### src/rtl/seqdet_pkg.sv
// seqdet_pkg -- shared constants, types and helpers for seq_detector_param.
//
//   DEF_PATTERN / DEF_LEN : pattern and length loaded at reset; together they
//                           make the block behave as the legacy "101" detector.
//   CFG_PAT_W / CFG_LEN_W : default widths for the configuration record.
//   seqdet_cfg_t          : configuration record (pattern, len, overlap).
//   clamp_len()           : maps a raw length onto the legal range 1..max_len.
package seqdet_pkg;

  localparam logic [2:0]  DEF_PATTERN = 3'b101;
  localparam int unsigned DEF_LEN     = 3;

  localparam int unsigned CFG_PAT_W = 8;
  localparam int unsigned CFG_LEN_W = $clog2(CFG_PAT_W + 1);

  typedef struct packed {
    logic [CFG_PAT_W-1:0] pattern;
    logic [CFG_LEN_W-1:0] len;
    logic                 overlap;
  } seqdet_cfg_t;

  // A length of 0 means a single-bit pattern. Lengths above the hardware
  // maximum are reduced to that maximum.
  function automatic int unsigned clamp_len(input int unsigned raw,
                                            input int unsigned max_len);
    if (raw == 0)
      return 1;
    else if (raw > max_len)
      return max_len;
    else
      return raw;
  endfunction

endpackage

### src/rtl/seqdet_sat_counter.sv
// seqdet_sat_counter -- saturating up-counter for matches.
//
//   clk    : rising-edge clock
//   rst_n  : asynchronous active-low reset (count -> 0)
//   inc    : add one, unless the counter is already at all-ones
//   clr    : synchronous clear; it wins over a simultaneous inc
//   count  : current count, CNT_W bits
module seqdet_sat_counter
  import seqdet_pkg::*;
#(
  parameter int CNT_W = 8
) (
  input  logic             clk,
  input  logic             rst_n,
  input  logic             inc,
  input  logic             clr,
  output logic [CNT_W-1:0] count
);

  always_ff @(posedge clk or negedge rst_n) begin
    if (!rst_n)
      count <= '0;
    else if (clr)
      count <= '0;
    else if (inc && (count != '1))
      count <= count + 1'b1;
  end

endmodule

### src/rtl/seq_detector_param.sv
// seq_detector_param -- programmable serial pattern detector.
//
// Matches a run-time pattern of 1..PAT_W bits against a qualified serial
// stream. The pattern's bit [len-1] is the first bit received, bit [0] the
// last. Overlapping or non-overlapping detection is selectable.
//
// Optional feature macro: SEQDET_COUNT_EN adds the match_count output and a
// saturating match counter (cleared by cnt_clr). Without it cnt_clr is
// ignored and detection is unchanged.
//
// Ports:
//   clk          : rising-edge clock
//   rst_n        : asynchronous active-low reset
//   in_valid     : in_bit is sampled only when high
//   in_bit       : serial data bit
//   cfg_load     : latch cfg_pattern/cfg_len/cfg_overlap and clear history
//   cfg_pattern  : pattern, PAT_W bits (bits at/above len are ignored)
//   cfg_len      : pattern length; 0 -> 1, above PAT_W -> PAT_W
//   cfg_overlap  : 1 = overlapping, 0 = non-overlapping detection
//   cnt_clr      : synchronous clear of match_count
//   detected     : registered one-cycle match pulse
//   match_count  : saturating match count (SEQDET_COUNT_EN only)
module seq_detector_param
  import seqdet_pkg::*;
#(
  parameter int PAT_W = 8,
  parameter int CNT_W = 8
) (
  input  logic                         clk,
  input  logic                         rst_n,
  input  logic                         in_valid,
  input  logic                         in_bit,
  input  logic                         cfg_load,
  input  logic [PAT_W-1:0]             cfg_pattern,
  input  logic [$clog2(PAT_W+1)-1:0]   cfg_len,
  input  logic                         cfg_overlap,
  input  logic                         cnt_clr,
  output logic                         detected
`ifdef SEQDET_COUNT_EN
  ,
  output logic [CNT_W-1:0]             match_count
`endif
);

  localparam int LEN_W = $clog2(PAT_W + 1);
  localparam logic [LEN_W-1:0] FULL    = LEN_W'(PAT_W);
  localparam logic [LEN_W-1:0] RST_LEN = LEN_W'(clamp_len(DEF_LEN, PAT_W));
  localparam logic [PAT_W-1:0] RST_PAT = PAT_W'(DEF_PATTERN);

  logic [PAT_W-1:0] hist_reg;
  logic [LEN_W-1:0] fill_reg;
  logic [PAT_W-1:0] pat_reg;
  logic [LEN_W-1:0] len_reg;
  logic             ovl_reg;
  logic             det_reg;

  logic [PAT_W-1:0] hist_next;
  logic [LEN_W-1:0] fill_next;
  logic [LEN_W-1:0] len_clamped;
  logic [PAT_W-1:0] len_mask;
  logic             raw_match;
  logic             match;

  // Newest bit enters at [0].
  generate
    if (PAT_W == 1) begin : g_hist_1
      assign hist_next = in_bit;
    end else begin : g_hist_n
      assign hist_next = {hist_reg[PAT_W-2:0], in_bit};
    end
  endgenerate

  // Only the lowest len bits of history and pattern take part in the compare.
  genvar gi;
  generate
    for (gi = 0; gi < PAT_W; gi++) begin : g_mask
      assign len_mask[gi] = (gi < int'(len_reg));
    end
  endgenerate

  assign fill_next   = (fill_reg == FULL) ? fill_reg : fill_reg + 1'b1;
  assign len_clamped = LEN_W'(clamp_len(32'(cfg_len), PAT_W));

  // fill gates the compare so stale history (after reset, cfg_load or a
  // non-overlapping match) can never complete a pattern.
  assign raw_match = (fill_next >= len_reg) &&
                     (((hist_next ^ pat_reg) & len_mask) == '0);
  assign match     = in_valid && !cfg_load && raw_match;

  always_ff @(posedge clk or negedge rst_n) begin
    if (!rst_n) begin
      hist_reg <= '0;
      fill_reg <= '0;
      pat_reg  <= RST_PAT;
      len_reg  <= RST_LEN;
      ovl_reg  <= 1'b1;
      det_reg  <= 1'b0;
    end else if (cfg_load) begin
      // Any data bit offered in the same cycle is dropped.
      pat_reg  <= cfg_pattern;
      len_reg  <= len_clamped;
      ovl_reg  <= cfg_overlap;
      hist_reg <= '0;
      fill_reg <= '0;
      det_reg  <= 1'b0;
    end else if (in_valid) begin
      hist_reg <= hist_next;
      // Non-overlapping: restart the fill so the next match needs len new bits.
      fill_reg <= (match && !ovl_reg) ? '0 : fill_next;
      det_reg  <= match;
    end else begin
      det_reg  <= 1'b0;
    end
  end

  assign detected = det_reg;

`ifdef SEQDET_COUNT_EN
  seqdet_sat_counter #(
    .CNT_W (CNT_W)
  ) u_counter (
    .clk   (clk),
    .rst_n (rst_n),
    .inc   (match),
    .clr   (cnt_clr),
    .count (match_count)
  );
`else
  // cnt_clr and CNT_W have no function without the counter.
  logic unused_cnt;
  assign unused_cnt = cnt_clr ^ (CNT_W > 0);
`endif

endmodule

### config.mk
export PLATFORM = sky130hd
export DESIGN_NAME = seq_detector_param
export DESIGN_NICKNAME = d
export VERILOG_FILES = /design/src/rtl/seqdet_pkg.sv /design/src/rtl/seqdet_sat_counter.sv /design/src/rtl/seq_detector_param.sv
export SDC_FILE = /design/constraint.sdc
export NUM_CORES = 1
export LEC_CHECK = 0
export ABC_CLOCK_PERIOD_IN_PS = 2050
export BUFFER_PORTS_ARGS = -buffer_cell sky130_fd_sc_hd__buf_4
export CAP_MARGIN = 15
export CORE_MARGIN = 2
export CORE_UTILIZATION = 50
export CTS_CLUSTER_SIZE = 40
export DETAILED_ROUTE_END_ITERATION = 10
export PLACE_DENSITY_LB_ADDON = 0.15
export SETUP_SLACK_MARGIN = 0.15
export SYNTH_ARGS = -nofsm -noshare
export SYNTH_HDL_FRONTEND = slang
export SYNTH_SLANG_ARGS = --single-unit
### constraint.sdc
create_clock -name clk -period 2.05 [get_ports clk]
set_input_delay 0.3075 -clock clk [delete_from_list [all_inputs] [get_ports clk]]
set_output_delay 0.3075 -clock clk [all_outputs]
set_load 0.01 [all_outputs]
After elaboration in Yosys (flattened, before gate mapping)
Cells that the tools add are included.
- flip-flop bits (word level): 25
- word-level logic and storage cells: 39
- add/sub/neg operators: 1
- order comparisons: 10
- equal/unequal tests: 1
- muxes and demuxes: 10
- bitwise gates (word level): 2
- reductions and logical operators: 9
- operators with widths (cell ; number):
    4-bit two-way mux ; 6
    3-bit by 4-bit less-than comparator with 1-bit output (first input constant) ; 4
    7-bit two-way mux ; 2
    8-bit AND ; 1
    8-bit logical NOT ; 1
    1-bit by 4-bit less-than comparator with 1-bit output (first input constant) ; 2
    2-bit by 4-bit less-than comparator with 1-bit output (first input constant) ; 2
    8-bit bitwise XOR ; 1
    4-bit by 1-bit adder with 4-bit output (second input constant) ; 1
    4-bit equality test (second input constant) ; 1
    4-bit greater-or-equal comparator ; 1
    4-bit > comparator (second input constant) ; 1
    1-bit logical AND ; 4
    4-bit logical NOT ; 1
    1-bit logical NOT ; 2
    1-bit two-way mux ; 2
    2-bit nonzero test ; 1

Logic depth before layout (Yosys ltp)
Gate-level depths: netlist of run 1.
- depth after elaboration: 9
- gate-level depth with buffers: 11
- mapped depth without buffers: 11

Least setup slack after synthesis of run 1
No wires, ideal clock.
- path type: flip-flop to flip-flop
- start: register fill_reg[0]
- end: register fill_reg[0]
- library setup time: 0.086 ns
- arrival time: 2.057 ns
- data required time: 1.964 ns
- path slack: -0.093 ns
- stages on the path, launching flop included: 12
- path buffers: 0
- period minus slack after synthesis: 2.143 ns
- cells stage by stage: dfrtp_1 -> inv_1 -> ha_1 -> nand2_1 -> nor2_1 -> xnor2_1 -> ha_1 -> nand2b_1 -> a211o_1 -> a21oi_1 -> nor4_4 -> nor3_1
- longest elaborated chain between the ends: 9
- ends and longest elaborated chain (element ; RTL line ; source):
    start, declared ; seq_detector_param.sv:51 ; logic [LEN_W-1:0] fill_reg;
    start signal, assigned ; seq_detector_param.sv:109 ; fill_reg <= (match && !ovl_reg) ? '0 : fill_next;
    4-bit by 1-bit adder with 4-bit output or 4-bit equality test (tied branches) ; seq_detector_param.sv:81 ; assign fill_next = (fill_reg == FULL) ? fill_reg : fill_reg + 1'b1;
    4-bit two-way mux * ; seq_detector_param.sv:81 ;
    4-bit greater-or-equal comparator ; seq_detector_param.sv:86 ; assign raw_match = (fill_next >= len_reg) &&
    1-bit logical AND ; seq_detector_param.sv:86 ;
    1-bit logical AND ; seq_detector_param.sv:88 ; assign match = in_valid && !cfg_load && raw_match;
    1-bit logical AND ; seq_detector_param.sv:109 ;
    4-bit two-way mux * ; seq_detector_param.sv:109 ;
    4-bit two-way mux * ; seq_detector_param.sv:106 ; end else if (in_valid) begin
    4-bit two-way mux * ; seq_detector_param.sv:98 ; end else if (cfg_load) begin
Every way passes the cells marked *; elsewhere a longest branch is shown, timed or not. The select of a mux whose other input is x is not followed.
A chain may end at the register's enable or synchronous reset.

Worst setup path after layout of run 1
- start: register fill_reg[0]
- end: register fill_reg[1]
Same word-level chain as after synthesis.

==> impl_metrics.env, run 1 <==
export IMPL_muxShareOfSynthArea=0.153
export IMPL_cp_cell_sequence="inv_2 -> ha_4 -> nand2_4 -> nor2_4 -> xnor2_2 -> ha_1 -> nand2b_4 -> a211o_1 -> a21oi_4 -> nor4_4 -> nor3_1"
export IMPL_cts_max_path_buffers=2
export IMPL_first_pass_iters=4
export IMPL_final_layout_size_suffix_gt1_frac=0.389
export IMPL_syn2layout_area_growth_pct=23.3
export IMPL_fin_crit_ns=2.08
export IMPL_synth_fa_ha_area_frac=0.0567
export IMPL_finalClockSkew_ns=0.00337
export IMPL_dieArea_mm2=0.00308
export IMPL_wl_um=2530
export IMPL_crit_reg2reg_launch="fill_reg[0]"
export IMPL_grt_pass1_wl_um=4430
export IMPL_fin_nets=170
export IMPL_min_from="cfg_len[3]"
export IMPL_insertion_delay_ns=0.32
export IMPL_syn_area_mm2=0.00133
export IMPL_synth_top_family_by_area="multiplexers"
export IMPL_drc=0
export IMPL_cp_data_arrival_time_ns=2.32
export IMPL_cp_max_fo=4
export IMPL_fin_crit_sh=1.02
export IMPL_cts_tree="yes"
export IMPL_syn_inst=118
export IMPL_slew_viol_final=0
export IMPL_cp_buffers_inverters=1
export IMPL_syn_area_per_cell_um2=11.2
export IMPL_cp_data_required_time_ns=2.29
export IMPL_p_leak_nw=0.718
export IMPL_setup_viol=2
export IMPL_die_height_um=55.5
export IMPL_clockRootBuffer="clkbuf_4"
export IMPL_clk_pin_slew_ns=0.13
export IMPL_route_vias_total=963
export IMPL_first_iter_violations=8
export IMPL_worstSetupPathType="reg2reg"
export IMPL_cellPowerDensity_mw_per_mm2=618
export IMPL_layout_common_cells="buf_4, dfrtp_1, xnor2_1, mux2_2, nor2_1"
export IMPL_cts_made_buffers=3
export IMPL_core_mm2=0.00250
export IMPL_utilization=0.654
export IMPL_slowest_stage="dfrtp_1"
export IMPL_yosysSeqAreaShare=0.477
export IMPL_wl_per_cell_um=14.6
export IMPL_fmax_mhz=480
export IMPL_boundaryPins=20
export IMPL_synth_seq_cells=25
export IMPL_crit_family="simple AND/OR/NAND/NOR gates"
export IMPL_synth_xor_area_frac=0.0793
export IMPL_via_per_inst=5.53
export IMPL_first_global_vias=989
export IMPL_crit_path_start="fill_reg[0]"
export IMPL_antenna_found_initial=0
export IMPL_final_common_cell="buf_4"
export IMPL_grt_start_max_net_pins=28
export IMPL_start_util=0.530
export IMPL_synth_fp_nets=143
export IMPL_slowest_delay_ns=0.40
export IMPL_status="complete, but fails checks"
export IMPL_synth_compound_area_share=0.0718
export IMPL_critPathCaptureType="flop"
export IMPL_cts_sinks=25
export IMPL_grt_remaining_overflow=0
export IMPL_hold_path_class="in2reg"
export IMPL_place_hpwl_um=1820
export IMPL_cts_htree_levels=1
export IMPL_synth_simple_area_share=0.137
export IMPL_antenna_cells=0
export IMPL_io_buffer_count=18
export IMPL_yosysWarnings=0
export IMPL_synth_distinct_cells=30
export IMPL_largest_reg_flops=8
export IMPL_setup_tns_final_ns=-0.0360
export IMPL_gp_congestion=0.794
export IMPL_grt_util_all_layers=0.179
export IMPL_max_slew_margin=0.778
export IMPL_die_w_um=55.5
export IMPL_violations="negative setup slack"
export IMPL_startpoint_type="flop"
export IMPL_row_count=18
export IMPL_worst_pin_slew_ns=0.330
export IMPL_setup_slack_ns=-0.0332
export IMPL_cap_violations=0
export IMPL_power_w=0.00101
export IMPL_hold_slack_ns=0.188
export IMPL_ir_drop_mv=0.687
export IMPL_rsz0062_at_grt="yes"
export IMPL_hold_viol=0
export IMPL_ant_nets=0
## per-stage QoR
step           std cells  cell area, um^2  setup slack (ns)
4_1_cts              174             1600           -0.0637
3_3_place_gp         166             1530           0.00981
5_1_grt              174             1630            -0.113
3_5_place_dp         166             1530           -0.0512
2_1_floorplan        118             1350            0.0591
6_report             174             1630           -0.0332
## area by class of cell
cell class / count / area (um^2)
tap: 30 / 37.5
clock buffer: 3 / 22.5
clock inverter: 1 / 5.00
inverter: 5 / 18.8
sequential: 25 / 632
timing repair buffer: 26 / 198
fill: 205 / 866
multi-input combinational: 84 / 721
## routing by layer
layer,vias to the layer above,GRT usage,share of wire
met5,-,0,0
met2,9,0.313,0.53
met3,4,0.0258,0.017
met4,0,0.0662,0.011
met1,481,0.225,0.44
li1,469,-,-
## worst paths after layout
| check | to | slack [ns] | depth (start not counted) |
|---|---|---|---|
| max | fill_reg[1] | -0.03 | 11 |
| min | len_reg[2] | 0.19 | 2 |
| max reg2reg | fill_reg[1] | -0.03 | 11 |
| min reg2reg | pat_reg[3] | 0.55 | 1 |
| max in group asynchronous | len_reg[1] | 1.34 | 2 |
| min in group asynchronous | pat_reg[4] | 0.41 | 2 |
## where the power goes
| part | switching [W] | internal [W] | leakage [nW] | total [W] |
|---|---|---|---|---|
| combinational | 0.000101 | 0.000128 | 0.387 | 0.000229 |
| clock | 0.000143 | 0.0000731 | 0.0177 | 0.000216 |
| sequential | 0.0000335 | 0.000532 | 0.313 | 0.000566 |
| total | 0.000277 | 0.000733 | 0.718 | 0.00101 |
## synth_stat cells, drive strengths merged
library cell / count / area share
nor3: 5 / 0.019
nor4: 2 / 0.021
a21oi: 3 / 0.011
nor4b: 1 / 0.011
nor2b: 2 / 0.0094
dfrtp: 20 / 0.38
o221ai: 2 / 0.013
nand2b: 1 / 0.0047
o21a: 1 / 0.0057
o22ai: 2 / 0.0094
nand4: 1 / 0.0047
xor2: 1 / 0.0066
dfstp: 5 / 0.099
a211oi: 1 / 0.0057
o21ai: 3 / 0.011
a2111o: 1 / 0.0085
nor3b: 1 / 0.0057
mux2i: 9 / 0.068
clkbuf: 3 / 0.0085
buf: 1 / 0.0028
mux2: 10 / 0.085
ha: 6 / 0.057
a211o: 1 / 0.0066
inv: 5 / 0.014
nand3: 2 / 0.0076
xnor2: 11 / 0.073
nand3b: 1 / 0.0057
nor2: 12 / 0.034
nand2: 5 / 0.014
## kinds of logic (layout without fill, tap and decap cells)
logic type               after synthesis  count (layout)
AND/OR/NAND/NOR                       33              33
XOR/XNOR                              12              12
AO/OA/AOI/OAI                         14              14
flip-flops                            25              25
buffers and inverters                  9              35
adder cells (fa/ha/maj)                6               6
multiplexers                          19              19
## repair_timing
item,in CTS,in global routing
hold buffers,1,0
hold endpoints to repair,20,0
setup endpoints to repair,5,5
gates resized for setup,2,5
buffers inserted,3,0
pin swaps,6,3
No activity file was read; power rests on OpenSTA's default activity.
==> run 2: changes to the inputs <==
CTS_CLUSTER_DIAMETER = 100   (was not set)
SETUP_SLACK_MARGIN = not set   (was 0.15)
==> run 2 against run 1 <==
Compared with the run above: the run still ends with negative setup slack left; worst setup slack got worse by 0.016 ns; routed wire length increased by 2.4%; cell count increased by 2.3%; clock power decreased by 2%; clock skew increased by 0.0015 ns; first-iteration DRC count increased to 3.3 times the previous value; critical path type unchanged.
==> impl_metrics.env, run 2 (synthesized netlist as in run 1, its figures left out) <==
export IMPL_status="complete, but fails checks"
export IMPL_violations="negative setup slack"
export IMPL_slew_viol_final=0
export IMPL_crit_family="simple AND/OR/NAND/NOR gates"
export IMPL_worstSetupPathType="reg2reg"
export IMPL_dp_cells=168
export IMPL_worst_pin_slew_ns=0.330
export IMPL_comb_power_share=0.231
export IMPL_num_fill_cells=198
export IMPL_min_from="cfg_len[3]"
export IMPL_pre_cts_ws_ns=-0.0879
export IMPL_startpoint_type="flop"
export IMPL_setup_slack_ns=-0.0492
export IMPL_die_height_um=55.5
export IMPL_die_w_um=55.5
export IMPL_wl_per_cell_um=14.6
export IMPL_cts_sinks=25
export IMPL_ant_nets=0
export IMPL_setup_viol=3
export IMPL_clk_pin_slew_ns=0.13
export IMPL_grt_remaining_overflow=0
export IMPL_cp_buffers_inverters=1
export IMPL_cts_max_path_buffers=2
export IMPL_route_vias_total=966
export IMPL_layout_common_cells="buf_4, dfrtp_1, xnor2_1"
export IMPL_final_cells=178
export IMPL_slowest_stage="dfrtp_1"
export IMPL_wl_um=2600
export IMPL_grt_util_met1=0.204
export IMPL_drc=0
export IMPL_row_count=18
export IMPL_cp_data_required_time_ns=2.28
export IMPL_final_layout_size_suffix_gt1_frac=0.426
export IMPL_cp_cell_sequence="inv_2 -> ha_4 -> nand2_2 -> nor2_2 -> xnor2_1 -> ha_1 -> nand2b_4 -> a211o_1 -> a21oi_2 -> nor4_4 -> nor3_1"
export IMPL_core_mm2=0.00250
export IMPL_fin_crit_ns=2.10
export IMPL_hold_path_class="in2reg"
export IMPL_place_hpwl_um=1900
export IMPL_power_share_switching=0.273
export IMPL_fin_nets=174
export IMPL_io_buffer_count=18
export IMPL_critPathCaptureType="flop"
export IMPL_power_frac_clock=0.210
export IMPL_insertion_delay_ns=0.30
export IMPL_grt_start_max_net_pins=28
export IMPL_first_pass_iters=4
export IMPL_grt_busiest_layer="met2"
export IMPL_cts_made_buffers=3
export IMPL_cap_violations=0
export IMPL_start_util=0.530
export IMPL_final_common_cell="buf_4"
export IMPL_boundaryPins=20
export IMPL_met3_usage=0.0187
export IMPL_cellPowerDensity_mw_per_mm2=608
export IMPL_crit_path_start="fill_reg[0]"
export IMPL_cp_max_fo=4
export IMPL_crit_reg2reg_launch="fill_reg[0]"
export IMPL_slowest_delay_ns=0.41
export IMPL_first_iter_violations=26
export IMPL_hold_slack_ns=0.212
export IMPL_fmax_mhz=476
export IMPL_ir_drop_mv=0.515
export IMPL_cts_tree="yes"
export IMPL_power_w=0.00101
export IMPL_cell_internal_pwr_w=0.000734
export IMPL_cp_data_arrival_time_ns=2.33
export IMPL_via_per_inst=5.43
export IMPL_syn2layout_area_growth_pct=25.3
export IMPL_rsz0062_at_grt="yes"
export IMPL_largest_reg_flops=8
export IMPL_grt_pass1_wl_um=4380
export IMPL_max_slew_margin=0.778
export IMPL_p_leak_nw=0.730
export IMPL_grt_util_all_layers=0.179
export IMPL_ff_latch_area_um2=632
export IMPL_utilization=0.664
export IMPL_gr_usage_met2=0.335
export IMPL_cts_htree_levels=1
export IMPL_hold_viol=0
export IMPL_antenna_cells=0
export IMPL_fin_crit_sh=1.02
export IMPL_gp_congestion=0.817
export IMPL_dieArea_mm2=0.00308
export IMPL_clockRootBuffer="clkbuf_4"
export IMPL_multi_input_area_um2=717
export IMPL_first_global_vias=1003
export IMPL_antenna_found_initial=0
export IMPL_power_switching_w=0.000275
export IMPL_finalClockSkew_ns=0.00486
export IMPL_seqPwrFrac=0.559
-- run 2: through the flow --
step	area (um^2)	setup TNS [ns]
after floorplan	1330	-0.0135
after global placement	1530	-0.130
after detailed placement	1530	-0.252
after CTS	1640	-0.101
after global routing	1660	-0.713
final	1660	-0.0636
-- run 2: cell type report --
type	instances	area share
Tap cell	30	0.0226
Multi-Input combinational cell	84	0.432
Sequential cell	25	0.381
Clock buffer	3	0.0136
Inverter	5	0.0113
Timing Repair Buffer	30	0.137
Clock inverter	1	0.00301
-- run 2: what timing repair did --
item / 4_1_cts / 5_1_grt
pin swaps: 11 / 3
setup buffers: 5 / 1
endpoints found under the hold margin: 20 / 0
setup endpoints to repair: 5 / 5
hold buffers: 1 / 0
resized for setup: 8 / 5
-- run 2: worst paths after layout --
path	endpoint	slack (ns)	depth (start not counted)
worst max-delay path	fill_reg[3]	-0.05	11
worst min-delay path	len_reg[2]	0.21	2
worst max register to register	fill_reg[3]	-0.05	11
worst min register to register	pat_reg[3]	0.55	1
max in group asynchronous	ovl_reg	1.34	2
min in group asynchronous	pat_reg[4]	0.41	2
-- run 2: power groups by stage --
stage               Combinational (W)  Sequential (W)  Clock (W)
detailed placement           0.000205        0.000573          0
CTS                          0.000228        0.000564   0.000219
floorplan                    0.000123        0.000567          0
global route                 0.000256        0.000570   0.000239
global placement             0.000195        0.000571          0
finish                       0.000233        0.000564   0.000212
-- run 2: metal layers --
| layer | up-vias | share of wire |
|---|---|---|
| met5 | - | 0 |
| met4 | 0 | 0.020 |
| met3 | 6 | 0.013 |
| met2 | 8 | 0.57 |
| met1 | 474 | 0.39 |
| li1 | 478 | - |
